**src/rtl/m31_pkg.sv**
```systemverilog
// Shared M31 field definitions: modulus, element type, canonicalisation and loader states.
package m31_pkg;

  localparam int unsigned M31_WIDTH = 31;
  localparam logic [30:0] M31_P     = 31'h7FFF_FFFF;

  typedef logic [30:0] m31_t;

  typedef enum logic [1:0] {
    LOAD_A,
    LOAD_B,
    FULL
  } loader_state_t;

  // p itself is congruent to 0; nothing else is reduced.
  function automatic m31_t m31_canon(input m31_t x);
    return (x == M31_P) ? '0 : x;
  endfunction

endpackage

```
**src/rtl/m31_vector_operand_loader.sv**
```systemverilog
// Serial-to-parallel loader: assembles vec1 then vec2 from a valid/ready word stream
// and holds the canonicalised pair with out_valid until the adder accepts it.
module m31_vector_operand_loader
  import m31_pkg::*;
#(
  parameter int unsigned WORD_WIDTH  = 31,
  parameter int unsigned VECTOR_SIZE = 16
) (
  input  logic                  clk,
  input  logic                  rst_n,
  input  logic                  clear,
  input  logic                  s_valid,
  output logic                  s_ready,
  input  logic [WORD_WIDTH-1:0] s_data,
  input  logic                  s_last,
  output logic [WORD_WIDTH-1:0] vec1 [0:VECTOR_SIZE-1],
  output logic [WORD_WIDTH-1:0] vec2 [0:VECTOR_SIZE-1],
  output logic                  out_valid,
  input  logic                  out_ready,
  output logic                  framing_err
);

  localparam int unsigned IDXW = (VECTOR_SIZE > 1) ? $clog2(VECTOR_SIZE) : 1;
  localparam logic [IDXW-1:0] IDX_LAST = IDXW'(VECTOR_SIZE - 1);

  loader_state_t   state, state_nxt;
  logic [IDXW-1:0] idx, idx_nxt;
  logic            ferr_nxt;
  logic            wr_a, wr_b;
  logic            in_fire, out_fire, idx_last;

  assign in_fire  = s_valid & s_ready;
  assign out_fire = out_valid & out_ready;
  assign idx_last = (idx == IDX_LAST);

  always_comb begin
    state_nxt = state;
    idx_nxt   = idx;
    ferr_nxt  = framing_err;
    wr_a      = 1'b0;
    wr_b      = 1'b0;
    if (clear) begin
      state_nxt = LOAD_A;
      idx_nxt   = '0;
      ferr_nxt  = 1'b0;
    end else begin
      unique case (state)
        LOAD_A: if (in_fire) begin
          wr_a = 1'b1;
          if (s_last) ferr_nxt = 1'b1;
          if (idx_last) begin
            idx_nxt   = '0;
            state_nxt = LOAD_B;
          end else begin
            idx_nxt = idx + IDXW'(1);
          end
        end
        LOAD_B: if (in_fire) begin
          wr_b = 1'b1;
          if (s_last != idx_last) ferr_nxt = 1'b1;
          if (idx_last) begin
            idx_nxt   = '0;
            state_nxt = FULL;
          end else begin
            idx_nxt = idx + IDXW'(1);
          end
        end
        FULL: if (out_fire) begin
          idx_nxt   = '0;
          state_nxt = LOAD_A;
        end
        default: begin
          idx_nxt   = '0;
          state_nxt = LOAD_A;
        end
      endcase
    end
  end

  // Handshake flags are flopped from the next state so they never depend on s_valid/out_ready.
  always_ff @(posedge clk or negedge rst_n) begin
    if (!rst_n) begin
      state       <= LOAD_A;
      idx         <= '0;
      framing_err <= 1'b0;
      s_ready     <= 1'b1;
      out_valid   <= 1'b0;
    end else begin
      state       <= state_nxt;
      idx         <= idx_nxt;
      framing_err <= ferr_nxt;
      s_ready     <= (state_nxt != FULL);
      out_valid   <= (state_nxt == FULL);
    end
  end

  always_ff @(posedge clk or negedge rst_n) begin
    if (!rst_n) begin
      for (int unsigned i = 0; i < VECTOR_SIZE; i++) begin
        vec1[i] <= '0;
        vec2[i] <= '0;
      end
    end else begin
      if (wr_a) vec1[idx] <= m31_canon(s_data);
      if (wr_b) vec2[idx] <= m31_canon(s_data);
    end
  end

endmodule

```
**config.mk**
```make
export PLATFORM = sky130hd
export DESIGN_NAME = m31_vector_operand_loader
export DESIGN_NICKNAME = d
export VERILOG_FILES = /design/src/rtl/m31_pkg.sv /design/src/rtl/m31_vector_operand_loader.sv
export SDC_FILE = /design/constraint.sdc
export NUM_CORES = 1
export LEC_CHECK = 0
export ABC_AREA = 1
export CAP_MARGIN = 20
export CORE_AREA = 5 5 397 399
export CTS_CLUSTER_SIZE = 24
export DETAILED_ROUTE_END_ITERATION = 12
export DIE_AREA = 0 0 402 404
export PLACE_DENSITY = 0.49
export SLEW_MARGIN = 20
export SYNTH_ARGS = -nofsm -noshare
export SYNTH_HDL_FRONTEND = slang
export SYNTH_SLANG_ARGS = --single-unit
```
**constraint.sdc**
```tcl
create_clock -name clk -period 1.8 [get_ports clk]
set_input_delay 0.18 -clock clk [delete_from_list [all_inputs] [get_ports clk]]
set_output_delay 0.18 -clock clk [all_outputs]
set_load 0.005 [all_outputs]
```
## After elaboration in Yosys (flattened, before gate mapping)

Index checks and enable logic that the tools add are counted.

| word-level totals | value |
|---|---|
| input port bits | 37 |
| word-level logic and storage cells | 90 |
| register bits | 1001 |

| operators by class | value |
|---|---|
| reductions and logical operators | 6 |
| bitwise logic cells | 3 |
| add/sub/neg operators | 1 |
| order comparisons | 2 |
| mux-type cells | 28 |
| equality and inequality tests | 13 |

Operators with widths:

| kind | count |
|---|---|
| 496-bit bitwise mux | 2 |
| 31-bit demux with 4-bit select | 1 |
| 31-bit 2-to-1 mux | 2 |
| 31-bit == test, second input constant | 1 |
| 4-bit 2-to-1 mux | 4 |
| 3-bit != test, second input constant | 5 |
| 2-bit 2-to-1 mux | 6 |
| 1-bit 2-to-1 mux | 10 |
| 4-bit one-hot mux with 2 select lines | 1 |
| 2-bit one-hot mux with 3 select lines | 1 |
| 5-bit >= comparator, second input constant | 1 |
| 5-bit by 1-bit < comparator with 1-bit output, second input constant | 1 |
| 4-bit inverter with 5-bit output | 1 |
| 5-bit AND reduction | 1 |
| 4-bit by 1-bit adder with 4-bit output, second input constant | 1 |
| 2-bit == test, second input constant | 2 |
| 4-bit == test, second input constant | 1 |
| 3-bit by 1-bit != test with 1-bit output, second input constant | 1 |
| 3-bit nonzero test | 1 |
| 1-bit AND | 2 |
| 2-bit by 1-bit == test with 1-bit output, second input constant | 1 |
| 2-bit logical NOT | 1 |
| 2-bit != test, second input constant | 1 |
| 1-bit one-hot mux with 2 select lines | 1 |
| 4 further kinds | 4 |

## Logic depth before layout (Yosys ltp)

| depth | value |
|---|---|
| word-level depth | 6 |
| gate-level depth with buffers | 11 |
| gate-level depth less buffers | 9 |

## Worst setup path before layout

OpenSTA, ideal clock, no wires.

| timing | value |
|---|---|
| kind | register to register |
| start point | reg s_ready |
| end point | reg vec1[280] (netlist name) |
| path slack | 0.151 ns |
| period minus slack after synthesis | 1.649 ns |
| path buffers | 2 |
| stages on the path, launching flop included | 12 |
| arrival time | 1.531 ns |
| cell sequence | dfstp_2 nand2_1 inv_1 nand2_1 inv_2 nand2_2 buf_6 nor2_4 inv_2 buf_2 nand2_1 nand2_1 |

| on the way | value |
|---|---|
| longest elaborated chain between the ends | 4 |

RTL lines:

| element | line | source |
|---|---|---|
| from (decl) | m31_vector_operand_loader.sv:13 | `output logic s_ready,` |
| from (signal assigned) | m31_vector_operand_loader.sv:92 | `s_ready <= (state_nxt != FULL);` |
| 1-bit AND | m31_vector_operand_loader.sv:32 | `assign in_fire = s_valid & s_ready;` |
| 1-bit 2-to-1 mux | m31_vector_operand_loader.sv:48 | `LOAD_A: if (in_fire) begin` |
| 1-bit 2-to-1 mux | m31_vector_operand_loader.sv:47 | `unique case (state)` |
| 1-bit 2-to-1 mux | m31_vector_operand_loader.sv:42 | `if (clear) begin` |
| to (signal, indexed assignment) | m31_vector_operand_loader.sv:104 | `if (wr_a) vec1[idx] <= m31_canon(s_data);` |
| to (decl) | m31_vector_operand_loader.sv:16 | `output logic [WORD_WIDTH-1:0] vec1 [0:VECTOR_SIZE-1],` |

Every way passes these cells.
A chain may end at the register's enable or synchronous reset.

## Final worst setup path

| timing | value |
|---|---|
| start point | reg s_ready |
| end point | reg vec1[0] (netlist name) |

The elaborated chain is that of the path after synthesis.

==> run summary <==
layout cell share with drive strength beyond 1 = 17.4%
status = complete, but fails checks
Tightest Pin Transition = 1.09 ns
# fillers = 15300
Clock Latency Late Sink = 0.72 ns
routability cong. = 0.830
Max rail drop VDD = 708 µV
sequential cell area fraction in the yosys report = 62.2%
cell area after layout = 62600 µm²
Clock transition at path regs = 0.06 ns
Net Count, Synth = 4618
vias per cell = 4.93
highest clock rate = 0.511 GHz
P&R area growth vs syn = 55.6%
post-placement worst setup slack = -0.518 ns
number of synthesized register bits = 1001
DRT antenna net count = 0
first-pass GRT wire length = 302000 µm
RSZ-0062 raised after global routing = yes
Die H = 404 µm
CTS tree = done
relative slew slack = 27.3%
# clock sinks = 1001
delay-heaviest family, CP = buffers and inverters
Synth Instances = 4577
placed cell count = 7494
# DRC = 0
CP required = 2.40 ns
synthesized area per cell = 8.80 µm²
final hold vios = 0
Hold WC Path Type = in -> reg
final setup vio count = 717
htree depth = 3
CP endpoint kind = flip-flop
Buffers on Ports = 1031
Final Power = 0.0537 W
pwr dens = 857 nW/µm²
fin crit share = 109%
Worst Setup SP = s_ready
synthesized area = 40300 µm²
Synth warnings = 0
post-layout minimum cycle time = 1.96 ns
HP Start = s_data[20]
Core Area = 154000 µm²
routed length per instance = 28.0 µm
critical-path cell list = nand2_2 -> inv_2 -> nand2_2 -> clkinv_4 -> nand2_4 -> buf_12 -> buf_6 -> nor2_4 -> buf_12 -> clkinv_8 -> clkbuf_16 -> nand2_1 -> nand2_1
clock tree buffer depth = 3
Die Area = 162000 µm²
P_leak = 34.1 nW
CP startpoint kind = flip-flop
All-Layer GR Usage = 25.7%
Layout Skew = 0.0410 ns
Die X = 402 µm
cts bufs inserted = 114
r2r startpoint = s_ready
Final Hold Slack = 0.0878 ns
initial drt markers = 3548
final net count = 5792
pin count of the biggest net entering global routing = 97
violated checks = negative setup slack
via count = 38900
Cell variety after synth = 22
gr ovfl total = 0
number of antenna violations at the first check in global routing = 17
final wirelength = 221000 µm
vias in the first global route = 38100
fin cells = 7893
Worst path slowest cell = dfstp_2
CTS Root Cell = clkbuf_16
fin. max-slew vios = 0
critical path data arrival time = 2.56 ns
Starting Density = 26.2%
Worst Path Max Fanout = 13
Crit path buffers/inverters = 7
Largest stage delay, worst path = 0.54 ns
critical path class = reg -> reg
hpwl dp = 135000 µm
Detailed Routing Iterations Pass 1 = 6
io pins = 1032
max-cap viol count = 0
dpl cell area = 54600 µm²
final worst slack = -0.158 ns
row count = 144
## final cells by class
class / count / area, µm² / share of cell area [%]
flip-flops and latches: 1001 / 25100 / 40.0
repair buffers: 1488 / 16400 / 26.2
diodes: 6 / 15.0 / 0.0240
clock buffers: 180 / 3390 / 5.41
well taps: 2044 / 2560 / 4.08
multi-input cells: 3098 / 14500 / 23.1
inverters: 48 / 395 / 0.631
clock inverters: 28 / 345 / 0.551
## layer usage
layer	vias to the layer above	track usage [%]	part of all wire, %
li1	16900	-	-
met1	19600	32.0	39
met2	1892	41.8	47
met3	457	6.58	8.2
met4	4	12.2	5.7
met5	-	0	0.012
## worst register-to-register path: stages, from the launching register on
cell and delay, ns:
dfstp_2 0.54, nand2_2 0.06, inv_2 0.06, nand2_2 0.06, clkinv_4 0.09, nand2_4 0.07, buf_12 0.15, buf_6 0.12
nor2_4 0.10, buf_12 0.17, clkinv_8 0.11, clkbuf_16 0.20, nand2_1 0.07, nand2_1 0.05
## sequential cells by signal, summed over array words and instances, names as in the netlist
register	cells
out_valid	1
vec1	496
s_ready	1
framing_err	1
vec2	496
idx	4
state	2
## logic make-up after synthesis
family / share of synthesized area [%]
and+or+nand+nor: 32.3
DFF: 62.2
buffers and inverters: 5.18
AOI/OAI and AO/OA: 0.155
adders and majority gates: 0.124
## Yosys cell counts (all sizes together)
master,count,area share [%]
a211oi,1,0.019
a21oi,3,0.037
buf,234,2.9
clkbuf,196,1.9
dfrtp,1000,62
dfstp,1,0.065
ha,4,0.12
inv,48,0.45
nand2,2028,19
nand3,1004,12
nand4,2,0.031
nor2,48,0.86
o21ai,8,0.099
## power breakdown
| part | internal, W | switching [W] | leakage, nW |
|---|---|---|---|
| registers | 0.0236 | 0.000753 | 13.8 |
| logic | 0.00230 | 0.00345 | 18.5 |
| clock network | 0.0135 | 0.0101 | 1.82 |
## path summary, 6_finish.rpt
| check | to | slack (ns) | cells after the start |
|---|---|---|---|
| min in group asynchronous | vec2[55] | 0.25 | 3 |
| setup / recovery | vec1[0] | -0.16 | 13 |
| setup reg to reg | vec1[0] | -0.16 | 13 |
| hold reg to reg | vec1[489] | 0.47 | 2 |
| max in group asynchronous | vec1[457] | 0.47 | 3 |
| hold / removal | vec1[175] | 0.09 | 4 |
## cell usage in the layout (no fill, tap or decap), types with 4 or more instances in the layout
cell type        count
diode_2              6
inv_1               18
clkdlybuf4s50_1    410
nor2_4              32
dlygate4sd3_1        4
nand2_2            118
clkinv_2            14
nand2_4             19
buf_8               24
inv_16               5
clkbuf_16          140
inv_12               4
buf_12             150
dfrtp_1            999
nor2_1              14
clkbuf_1            37
nand3_4              5
dlygate4sd2_1      588
nand3_2            144
clkinvlp_4           4
nand2_1           1890
o21ai_0              8
buf_6               26
buf_2               31
clkbuf_8            29
nand3_1            855
buf_16              48
buf_4              181
inv_8                6
bufinv_16            4
inv_2                9
## repair_timing
item | in CTS | in global routing
hold buffers | 4 | 0
buffers inserted | 106 | 8
pin swaps | 105 | 97
hold endpoints to repair | 1030 | 0
resized for setup | 928 | 237
setup endpoints to repair | 1867 | 1392
cloned | 55 | 27
## per-stage QoR
step	TNS (ns)	util (%)
after CTS	-95.03	39.9
after detailed placement	-459.33	35.6
after global placement	-435.06	35.6
after global routing	-126.22	40.8
after floorplan	0	-
final	-43.55	40.8
(Power assumes the default switching activity.)
